**src/rtl/ddr2sram_b4_ctrl_if.sv**
```systemverilog
// Request/response port of the DDR-II burst-of-4 SRAM controller.
// The master issues bursts; the slave (controller) accepts them and returns read data.
interface ddr2sram_b4_ctrl_if #(
    parameter int unsigned ADDR_BITS = 18,
    parameter int unsigned DATA_BITS = 36,
    parameter int unsigned BWN       = 4
);
    logic                   req_valid;
    logic                   req_ready;
    logic                   req_write;
    logic [ADDR_BITS-1:0]   req_addr;
    logic [4*DATA_BITS-1:0] req_wdata;
    logic [4*BWN-1:0]       req_bw_b;
    logic                   rsp_valid;
    logic [4*DATA_BITS-1:0] rsp_rdata;

    modport master (
        output req_valid, req_write, req_addr, req_wdata, req_bw_b,
        input  req_ready, rsp_valid, rsp_rdata
    );

    modport slave (
        input  req_valid, req_write, req_addr, req_wdata, req_bw_b,
        output req_ready, rsp_valid, rsp_rdata
    );
endinterface

```
**src/rtl/ddr2sram_b4_ctrl.sv**
```systemverilog
// Controller for a DDR-II burst-of-4 common-I/O SRAM: DLL init sequencing, command
// spacing, read-to-write turnaround, write beat issue and read beat reassembly.
module ddr2sram_b4_ctrl #(
    parameter int unsigned ADDR_BITS   = 18,
    parameter int unsigned DATA_BITS   = 36,
    parameter int unsigned BWN         = 4,
    parameter int unsigned RD_LAT      = 2,
    parameter int unsigned LOCK_CYCLES = 1024
) (
    input  logic                 K,
    input  logic                 RST_b,
    ddr2sram_b4_ctrl_if.slave    bus,
    output logic [ADDR_BITS-1:0] SA,
    output logic                 LD_b,
    output logic                 RW_b,
    output logic                 DOFF_b,
    output logic [DATA_BITS-1:0] dq_rise,
    output logic [DATA_BITS-1:0] dq_fall,
    output logic [BWN-1:0]       bw_rise_b,
    output logic [BWN-1:0]       bw_fall_b,
    output logic                 dq_oe,
    input  logic [DATA_BITS-1:0] cap_rise,
    input  logic [DATA_BITS-1:0] cap_fall
);
    localparam int unsigned LockW = $clog2(LOCK_CYCLES + 1);
    localparam int unsigned TurnW = $clog2(RD_LAT + 2);

    typedef enum logic [1:0] {StReset, StLock, StRun} state_e;

    state_e                 r_state;
    logic [LockW-1:0]       r_lock_cnt;
    logic                   r_busy;
    logic [TurnW-1:0]       r_turn;
    logic [4*DATA_BITS-1:0] r_wdata;
    logic [4*BWN-1:0]       r_bw;
    logic                   r_wr_cmd;
    logic                   r_wr_lo;
    logic [RD_LAT+1:0]      r_rd_pipe;
    logic [2*DATA_BITS-1:0] r_rd_lo;

    logic w_ready;
    logic w_accept;

    assign w_ready       = (r_state == StRun) && !r_busy && (!bus.req_write || (r_turn == '0));
    assign w_accept      = bus.req_valid && w_ready;
    assign bus.req_ready = w_ready;

    always_ff @(posedge K or negedge RST_b) begin
        if (!RST_b) begin
            r_state       <= StReset;
            r_lock_cnt    <= '0;
            r_busy        <= 1'b0;
            r_turn        <= '0;
            r_wdata       <= '0;
            r_bw          <= '1;
            r_wr_cmd      <= 1'b0;
            r_wr_lo       <= 1'b0;
            r_rd_pipe     <= '0;
            r_rd_lo       <= '0;
            SA            <= '0;
            LD_b          <= 1'b1;
            RW_b          <= 1'b1;
            DOFF_b        <= 1'b0;
            dq_rise       <= '0;
            dq_fall       <= '0;
            bw_rise_b     <= '1;
            bw_fall_b     <= '1;
            dq_oe         <= 1'b0;
            bus.rsp_valid <= 1'b0;
            bus.rsp_rdata <= '0;
        end else begin
            case (r_state)
                StReset: begin
                    r_state    <= StLock;
                    r_lock_cnt <= '0;
                    DOFF_b     <= 1'b1;
                end
                StLock: begin
                    if (r_lock_cnt == LockW'(LOCK_CYCLES - 1)) begin
                        r_state <= StRun;
                    end else begin
                        r_lock_cnt <= r_lock_cnt + 1'b1;
                    end
                end
                StRun:   r_state <= StRun;
                default: r_state <= StReset;
            endcase

            r_busy <= w_accept;

            // Bus turnaround: a write may not follow a read until its capture window is clear.
            if (w_accept && !bus.req_write) begin
                r_turn <= TurnW'(RD_LAT + 1);
            end else if (r_turn != '0) begin
                r_turn <= r_turn - 1'b1;
            end

            LD_b <= !w_accept;
            RW_b <= !(w_accept && bus.req_write);
            if (w_accept) begin
                SA <= bus.req_addr;
            end
            if (w_accept && bus.req_write) begin
                r_wdata <= bus.req_wdata;
                r_bw    <= bus.req_bw_b;
            end

            r_wr_cmd <= w_accept && bus.req_write;
            r_wr_lo  <= r_wr_cmd;
            if (r_wr_cmd) begin
                dq_rise   <= r_wdata[DATA_BITS-1:0];
                dq_fall   <= r_wdata[2*DATA_BITS-1:DATA_BITS];
                bw_rise_b <= r_bw[BWN-1:0];
                bw_fall_b <= r_bw[2*BWN-1:BWN];
                dq_oe     <= 1'b1;
            end else if (r_wr_lo) begin
                dq_rise   <= r_wdata[3*DATA_BITS-1:2*DATA_BITS];
                dq_fall   <= r_wdata[4*DATA_BITS-1:3*DATA_BITS];
                bw_rise_b <= r_bw[3*BWN-1:2*BWN];
                bw_fall_b <= r_bw[4*BWN-1:3*BWN];
                dq_oe     <= 1'b1;
            end else begin
                dq_rise   <= '0;
                dq_fall   <= '0;
                bw_rise_b <= '1;
                bw_fall_b <= '1;
                dq_oe     <= 1'b0;
            end

            // Bit k of the tag pipe marks a read whose command cycle was k cycles ago.
            r_rd_pipe <= {r_rd_pipe[RD_LAT:0], w_accept && !bus.req_write};
            if (r_rd_pipe[RD_LAT]) begin
                r_rd_lo <= {cap_fall, cap_rise};
            end
            bus.rsp_valid <= r_rd_pipe[RD_LAT+1];
            if (r_rd_pipe[RD_LAT+1]) begin
                bus.rsp_rdata <= {cap_fall, cap_rise, r_rd_lo};
            end
        end
    end
endmodule

```
**src/flat_wrapper.sv**
```systemverilog
// flat-port wrapper written by rule: the top's interface ports become plain ports
module ddr2sram_b4_ctrl_flat 
#(
    parameter int unsigned ADDR_BITS   = 18,
    parameter int unsigned DATA_BITS   = 36,
    parameter int unsigned BWN         = 4,
    parameter int unsigned RD_LAT      = 2,
    parameter int unsigned LOCK_CYCLES = 1024
)
  (K, RST_b, SA, LD_b, RW_b, DOFF_b, dq_rise, dq_fall, bw_rise_b, bw_fall_b, dq_oe, cap_rise, cap_fall, bus_req_valid, bus_req_write, bus_req_addr, bus_req_wdata, bus_req_bw_b, bus_req_ready, bus_rsp_valid, bus_rsp_rdata);
  ddr2sram_b4_ctrl_if #(.ADDR_BITS(ADDR_BITS), .DATA_BITS(DATA_BITS), .BWN(BWN)) bus_i ();
  input  logic K;
  input  logic RST_b;
  output logic [ADDR_BITS-1:0] SA;
  output logic LD_b;
  output logic RW_b;
  output logic DOFF_b;
  output logic [DATA_BITS-1:0] dq_rise;
  output logic [DATA_BITS-1:0] dq_fall;
  output logic [BWN-1:0] bw_rise_b;
  output logic [BWN-1:0] bw_fall_b;
  output logic dq_oe;
  input  logic [DATA_BITS-1:0] cap_rise;
  input  logic [DATA_BITS-1:0] cap_fall;
  input wire logic [$bits(bus_i.req_valid)-1:0] bus_req_valid;
  input wire logic [$bits(bus_i.req_write)-1:0] bus_req_write;
  input wire logic [$bits(bus_i.req_addr)-1:0] bus_req_addr;
  input wire logic [$bits(bus_i.req_wdata)-1:0] bus_req_wdata;
  input wire logic [$bits(bus_i.req_bw_b)-1:0] bus_req_bw_b;
  output wire logic [$bits(bus_i.req_ready)-1:0] bus_req_ready;
  output wire logic [$bits(bus_i.rsp_valid)-1:0] bus_rsp_valid;
  output wire logic [$bits(bus_i.rsp_rdata)-1:0] bus_rsp_rdata;
  assign bus_i.req_valid = bus_req_valid;
  assign bus_i.req_write = bus_req_write;
  assign bus_i.req_addr = bus_req_addr;
  assign bus_i.req_wdata = bus_req_wdata;
  assign bus_i.req_bw_b = bus_req_bw_b;
  assign bus_req_ready = bus_i.req_ready;
  assign bus_rsp_valid = bus_i.rsp_valid;
  assign bus_rsp_rdata = bus_i.rsp_rdata;
  ddr2sram_b4_ctrl #(.ADDR_BITS(ADDR_BITS), .DATA_BITS(DATA_BITS), .BWN(BWN), .RD_LAT(RD_LAT), .LOCK_CYCLES(LOCK_CYCLES)) u_core (.K(K), .RST_b(RST_b), .bus(bus_i), .SA(SA), .LD_b(LD_b), .RW_b(RW_b), .DOFF_b(DOFF_b), .dq_rise(dq_rise), .dq_fall(dq_fall), .bw_rise_b(bw_rise_b), .bw_fall_b(bw_fall_b), .dq_oe(dq_oe), .cap_rise(cap_rise), .cap_fall(cap_fall));
endmodule
```
**config.mk**
```make
export PLATFORM = sky130hd
export DESIGN_NAME = ddr2sram_b4_ctrl_flat
export DESIGN_NICKNAME = d
export VERILOG_FILES = /design/src/rtl/ddr2sram_b4_ctrl_if.sv /design/src/rtl/ddr2sram_b4_ctrl.sv /design/src/flat_wrapper.sv
export SDC_FILE = /design/constraint.sdc
export NUM_CORES = 1
export LEC_CHECK = 0
export ABC_AREA = 1
export BUFFER_PORTS_ARGS = -buffer_cell sky130_fd_sc_hd__buf_2
export CAP_MARGIN = 30
export CORE_MARGIN = 8
export CORE_UTILIZATION = 45
export DETAILED_ROUTE_END_ITERATION = 16
export HOLD_SLACK_MARGIN = 0.06
export PLACE_DENSITY = 0.7
export SLEW_MARGIN = 20
export SYNTH_ARGS = -nofsm -noshare
export SYNTH_HDL_FRONTEND = slang
export SYNTH_SLANG_ARGS = --single-unit
```
**constraint.sdc**
```tcl
create_clock -name K -period 2.5 [get_ports K]
set_clock_uncertainty 0.2 [all_clocks]
set_input_delay 0.25 -clock K [delete_from_list [all_inputs] [get_ports K]]
set_output_delay 0.25 -clock K [all_outputs]
set_load 0.1 [all_outputs]
```
Word-level counts from Yosys, hierarchy flattened
Cells that the tools add are included.
{"block": "word_totals", "ff_bits": 501, "inputBits": 254, "output_inout_bits": 248, "elab_cells": 60}
{"block": "op_classes", "add_sub_neg": 2, "n_eq_ne": 5, "muxes": 16, "n_reduce_logical": 16}
{"operator": "36-bit two-way mux", "count": 4}
{"operator": "11-bit one-hot mux with 2 select lines", "count": 1}
{"operator": "4-bit two-way mux", "count": 4}
{"operator": "11-bit by 1-bit adder with 11-bit output, second input constant", "count": 1}
{"operator": "11-bit by 10-bit == test with 1-bit output, second input constant", "count": 1}
{"operator": "11-bit two-way mux", "count": 1}
{"operator": "2-bit two-way mux", "count": 3}
{"operator": "2-bit one-hot mux with 3 select lines", "count": 1}
{"operator": "2-bit nonzero test", "count": 3}
{"operator": "1-bit logical AND", "count": 5}
{"operator": "1-bit zero test", "count": 4}
{"operator": "2-bit zero test", "count": 2}
{"operator": "2-bit by 1-bit == test with 1-bit output, second input constant", "count": 1}
{"operator": "2-bit == test, second input constant", "count": 1}
{"operator": "1-bit two-way mux", "count": 2}
{"operator": "2-bit by 1-bit inequality test with 1-bit output, second input constant", "count": 1}
{"operator": "2-bit inequality test, second input constant", "count": 1}
{"operator": "2-bit AND reduction", "count": 1}
{"operator": "2-bit by 1-bit subtractor with 2-bit output, second input constant", "count": 1}
{"operator": "1-bit logical OR", "count": 1}

Longest topological paths before layout
{"block": "logic_depth", "ltp_word": 6, "depth_mapped": 10, "mapped_depth_nobuf": 8}

Worst setup path before layout
OpenSTA, ideal clock, no wires.
{"block": "synth_path", "path_kind": "register to register", "from": "register u_core.r_turn[0]", "to": "register u_core.r_wdata[100]", "setup_time_ns": 0.065, "arrival_time_ns": 1.965, "setup_slack_ns": 0.270, "path_stages_with_launch": 11, "n_path_buf": 2, "synth_period_minus_slack_ns": 2.230, "cell_sequence": "dfrtp_1 -> inv_1 -> ha_1 -> o21ai_2 -> nor2_4 -> nand3_4 -> inv_2 -> buf_4 -> buf_2 -> nand2_1 -> nand2_1"}
{"block": "synth_via", "elab_chain_len": 5}
{"element": "start, declared", "line_no": "ddr2sram_b4_ctrl.sv:33", "rtl": "logic [TurnW-1:0] r_turn;"}
{"element": "start signal, assigned", "line_no": "ddr2sram_b4_ctrl.sv:93", "rtl": "r_turn <= TurnW'(RD_LAT + 1);"}
{"element": "start signal, assigned", "line_no": "ddr2sram_b4_ctrl.sv:95", "rtl": "r_turn <= r_turn - 1'b1;"}
{"element": "2-bit zero test", "line_no": "ddr2sram_b4_ctrl.sv:44", "rtl": "assign w_ready = (r_state == StRun) && !r_busy && (!bus.req_write || (r_turn == '0));"}
{"element": "1-bit logical OR", "line_no": "ddr2sram_b4_ctrl.sv:44"}
{"element": "1-bit logical AND", "line_no": "ddr2sram_b4_ctrl.sv:44"}
{"element": "named net bus_req_ready", "line_no": "flat_wrapper.sv:30", "rtl": "output wire logic [$bits(bus_i.req_ready)-1:0] bus_req_ready;"}
{"element": "1-bit logical AND", "line_no": "ddr2sram_b4_ctrl.sv:45", "rtl": "assign w_accept = bus.req_valid && w_ready;"}
{"element": "1-bit logical AND", "line_no": "ddr2sram_b4_ctrl.sv:103", "rtl": "if (w_accept && bus.req_write) begin"}
{"element": "end signal, assigned", "line_no": "ddr2sram_b4_ctrl.sv:104", "rtl": "r_wdata <= bus.req_wdata;"}
{"element": "end, declared", "line_no": "ddr2sram_b4_ctrl.sv:34", "rtl": "logic [4*DATA_BITS-1:0] r_wdata;"}
The timed path passes the listed nets, and every way through them passes these cells.
A chain may end at the register's enable or synchronous reset.

Worst setup path after layout
{"block": "layout_path", "from": "register u_core.r_turn[0]", "to": "register u_core.SA[8]"}
{"block": "layout_via", "elab_chain_len": 4}
{"element": "2-bit zero test", "line_no": "ddr2sram_b4_ctrl.sv:44"}
{"element": "1-bit logical OR", "line_no": "ddr2sram_b4_ctrl.sv:44"}
{"element": "1-bit logical AND", "line_no": "ddr2sram_b4_ctrl.sv:44"}
{"element": "1-bit logical AND", "line_no": "ddr2sram_b4_ctrl.sv:45"}
{"element": "end signal, assigned", "line_no": "ddr2sram_b4_ctrl.sv:101", "rtl": "SA <= bus.req_addr;"}
{"element": "end, declared", "line_no": "ddr2sram_b4_ctrl.sv:13", "rtl": "output logic [ADDR_BITS-1:0] SA,"}
No other way between the ends.

==> out/qor.csv <==
stage,metric,value,unit
sta,Max-slew headroom,48.8,%
worst_setup_path,crit-path max FO,11,
drt,Vias/cell,5.09,
place,Port Buffers,501,
clock_network,TritonCTS buffer count,53,
worst_setup_path,Critical Path End Type,flip-flop,
clock_network,TritonCTS Sinks,501,
drt,violation count after the first detailed-route iteration,1381,
drt,Routed WL,59500,µm
grt,first-pass GRT wire length,92300,µm
sta,min Tclk post-route,2.39,ns
floorplan,Initial Utilization,45.5,%
synthesis,dominant cells by area after synthesis,"dfrtp_1, nand2_1, mux2_2",
clock_network,clk slew on worst S/H paths,0.06,ns
floorplan,chip height,219,µm
place,post-placement cell count,2725,
power_and_ir_drop,Peak VDD IR,0.525,mV
outcome,status,finished clean,
cells_and_area,P&R area growth vs syn,42.8,%
synthesis,post-synthesis net count,2012,
sta,Slew @ Worst Pin,0.768,ns
cells_and_area,final net count,2798,
synthesis,synthesized area per cell,10.6,µm²
grt,vias in the first global route,16800,
drt,DRC,0,
sta,RSZ-0062 raised after global routing,no,
worst_setup_path,Worst Path Required,2.80,ns
synthesis,Synth area leader,dfrtp_1,
worst_setup_path,Reg2Reg Depth,10,
worst_hold_path,HP Class,input pin to asynchronous set/reset pin,
synthesis,Post-Synthesis Cell Area,18600,µm²
synthesis,Synthesis Warnings,0,
clock_network,TritonCTS clock tree,yes,
sta,"Hold Violations, Final",0,
drt,WL/cell,19.1,µm
clock_network,clock buffer depth,3,
sta,Setup-failing EPs final,0,
worst_setup_path,crit path from,u_core.r_turn[0],
clock_network,postcts setup bufs,0,
clock_network,Clock Latency Late Sink,0.58,ns
sta,Tcrit/Tclk final,95.8,%
synthesis,post-synth top area share,64.0,%
sta,Max Fclk,0.418,GHz
synthesis,"Seq/Total Area, Yosys",67.7,%
power_and_ir_drop,PwrDens,635,nW/µm²
floorplan,io pins,502,
drt,via count,15900,
worst_setup_path,kind of critical path,flip-flop to flip-flop,
flow_run,Max Cap Viol,0,
sta,Setup Total Neg Slack,0,ns
sta,Slew Limit Fails,0,
synthesis,Unique masters post-synth,25,
cells_and_area,share of cells above drive strength 1,28.3,%
floorplan,Rows,74,
floorplan,die area,48000,µm²
clock_network,htree depth,2,
place,DPL Wire Length,36300,µm
grt,largest net degree at the start of global routing,162,
floorplan,Die X,219,µm
grt,remaining global-route overflow,0,
place,routability congestion estimate,0.818,
synthesis,Syn Inst Count,1753,
floorplan,core area,40800,µm²
drt,DRT antenna net count,0,
worst_setup_path,R2R Path Start,u_core.r_turn[0],
sta,worst hold slack,0.147,ns
drt,DR pass1 iterations,6,
worst_setup_path,worst path arrival time,2.70,ns
cells_and_area,Non-Filler Instances,3117,
clock_network,Root Buffer,clkbuf_16,
worst_setup_path,startpoint types,flip-flop,
synthesis,"flops & latches, synth",501,
grt,Total Routing Usage GR,24.2,%
grt,initial antenna violation count,6,
power_and_ir_drop,LEAKAGE,14.6,nW
[report_power, final]
part | total, mW | switching, mW | internal, mW
combinational | 0.789 | 0.350 | 0.440
clock | 7.94 | 3.24 | 4.70
sequential | 8.11 | 0 | 8.11
[synthesized netlist by cell type, drive strengths merged]
| master | number |
|---|---|
| nand2 | 642 |
| clkbuf | 44 |
| mux2 | 72 |
| a22o | 72 |
| dfstp | 26 |
| o21ai | 83 |
| o22a | 8 |
| ha | 5 |
| nand3 | 16 |
| nor2 | 85 |
| xor2 | 2 |
| inv | 95 |
| buf | 50 |
| xnor2 | 1 |
| dfrtp | 475 |
| nand4 | 2 |
| a21oi | 73 |
| or2 | 1 |
| clkinv | 1 |
[path summary, 6_finish.rpt]
| check | endpoint | slack, ns |
|---|---|---|
| hold / removal | u_core.bus.rsp_rdata[136] | 0.15 |
| min in group K | u_core.r_rd_pipe[2] | 0.15 |
| hold reg to reg | u_core.r_rd_pipe[2] | 0.15 |
| setup reg to reg | u_core.SA[8] | 0.11 |
| setup / recovery | u_core.SA[8] | 0.11 |
| max in group asynchronous | u_core.r_rd_lo[11] | 1.48 |
[logic make-up after synthesis]
kind of cell	Yosys count	share of synthesized area [%]
xor gates and xnor gates	3	0.141
and+or+nand+nor	746	15.3
buffers and inverters	190	4.17
AOI/OAI and AO/OA	236	7.99
adders and majority gates	5	0.337
DFF	501	67.7
muxes	72	4.36
[area by class of cell]
cell class	count	area (µm²)
Antenna cell	4	10.0
Clock buffer	73	1530
Fill cell	2866	14300
Multi-Input combinational cell	1062	5240
Inverter	96	363
Sequential cell	501	12600
Clock inverter	24	236
Tap cell	532	666
Timing Repair Buffer	825	5900
[state kept, by name (all words and copies together), names as in the netlist, 2 cells and up]
name,flops
u_core.dq_rise,36
u_core.r_state,2
u_core.r_turn,2
u_core.r_lock_cnt,11
u_core.bus.rsp_rdata,144
u_core.r_rd_pipe,4
u_core.SA,18
u_core.dq_fall,36
u_core.bw_rise_b,4
u_core.r_bw,16
u_core.r_wdata,144
u_core.bw_fall_b,4
u_core.r_rd_lo,72
[worst max-delay path, cell delays in order (launching register included)]
cell and delay (ns):
dfrtp_1 0.38, inv_1 0.08, ha_1 0.21, o21ai_2 0.09, nor2_4 0.12, nand2_1 0.10, inv_2 0.16, buf_4 0.21
nand2_1 0.07, nand2_1 0.09, dlygate4sd3_1 0.60
[placed cells by master (no fill, tap or decap), drive strengths merged, types with 2 or more instances in the layout]
master | Yosys | layout
nand3 | 16 | 16
clkbuf | 44 | 73
clkinv | 1 | 16
dfrtp | 475 | 475
diode | 0 | 4
o21ai | 83 | 83
o22a | 8 | 8
nor2 | 85 | 85
xor2 | 2 | 2
dfstp | 26 | 26
bufinv | 0 | 4
buf | 50 | 535
nand2 | 642 | 642
nand4 | 2 | 2
mux2 | 72 | 72
ha | 5 | 5
clkinvlp | 0 | 2
a21oi | 73 | 73
dlygate4sd3 | 0 | 290
inv | 95 | 98
a22o | 72 | 72
[layer usage]
layer | up-vias | GRT usage, % | share of wire, %
li1 | 7173 | - | -
met1 | 7740 | 30.3 | 39
met2 | 791 | 39.0 | 48
met3 | 144 | 8.14 | 11
met4 | 8 | 8.70 | 3.0
met5 | - | 0 | 0.071
[through the flow]
stage          util, %  instance area, µm²  power (mW)  worst slack, ns
6_report          65.0               26500        16.8            0.105
5_1_grt           64.9               26500        17.4           0.0235
4_1_cts           64.9               26500        17.0           0.0771
3_5_place_dp      53.4               21800        8.71            0.433
3_3_place_gp      53.4               21800        8.71            0.473
2_1_floorplan        -               18600        8.26            0.270
[timing repair]
action | 4_1_cts | 5_1_grt
hold buffers | 291 | 0
gates resized for setup | 0 | 1
setup endpoints to repair | 0 | 10
endpoints found under the hold margin | 718 | 0
No activity file was read; power rests on OpenSTA's default activity.
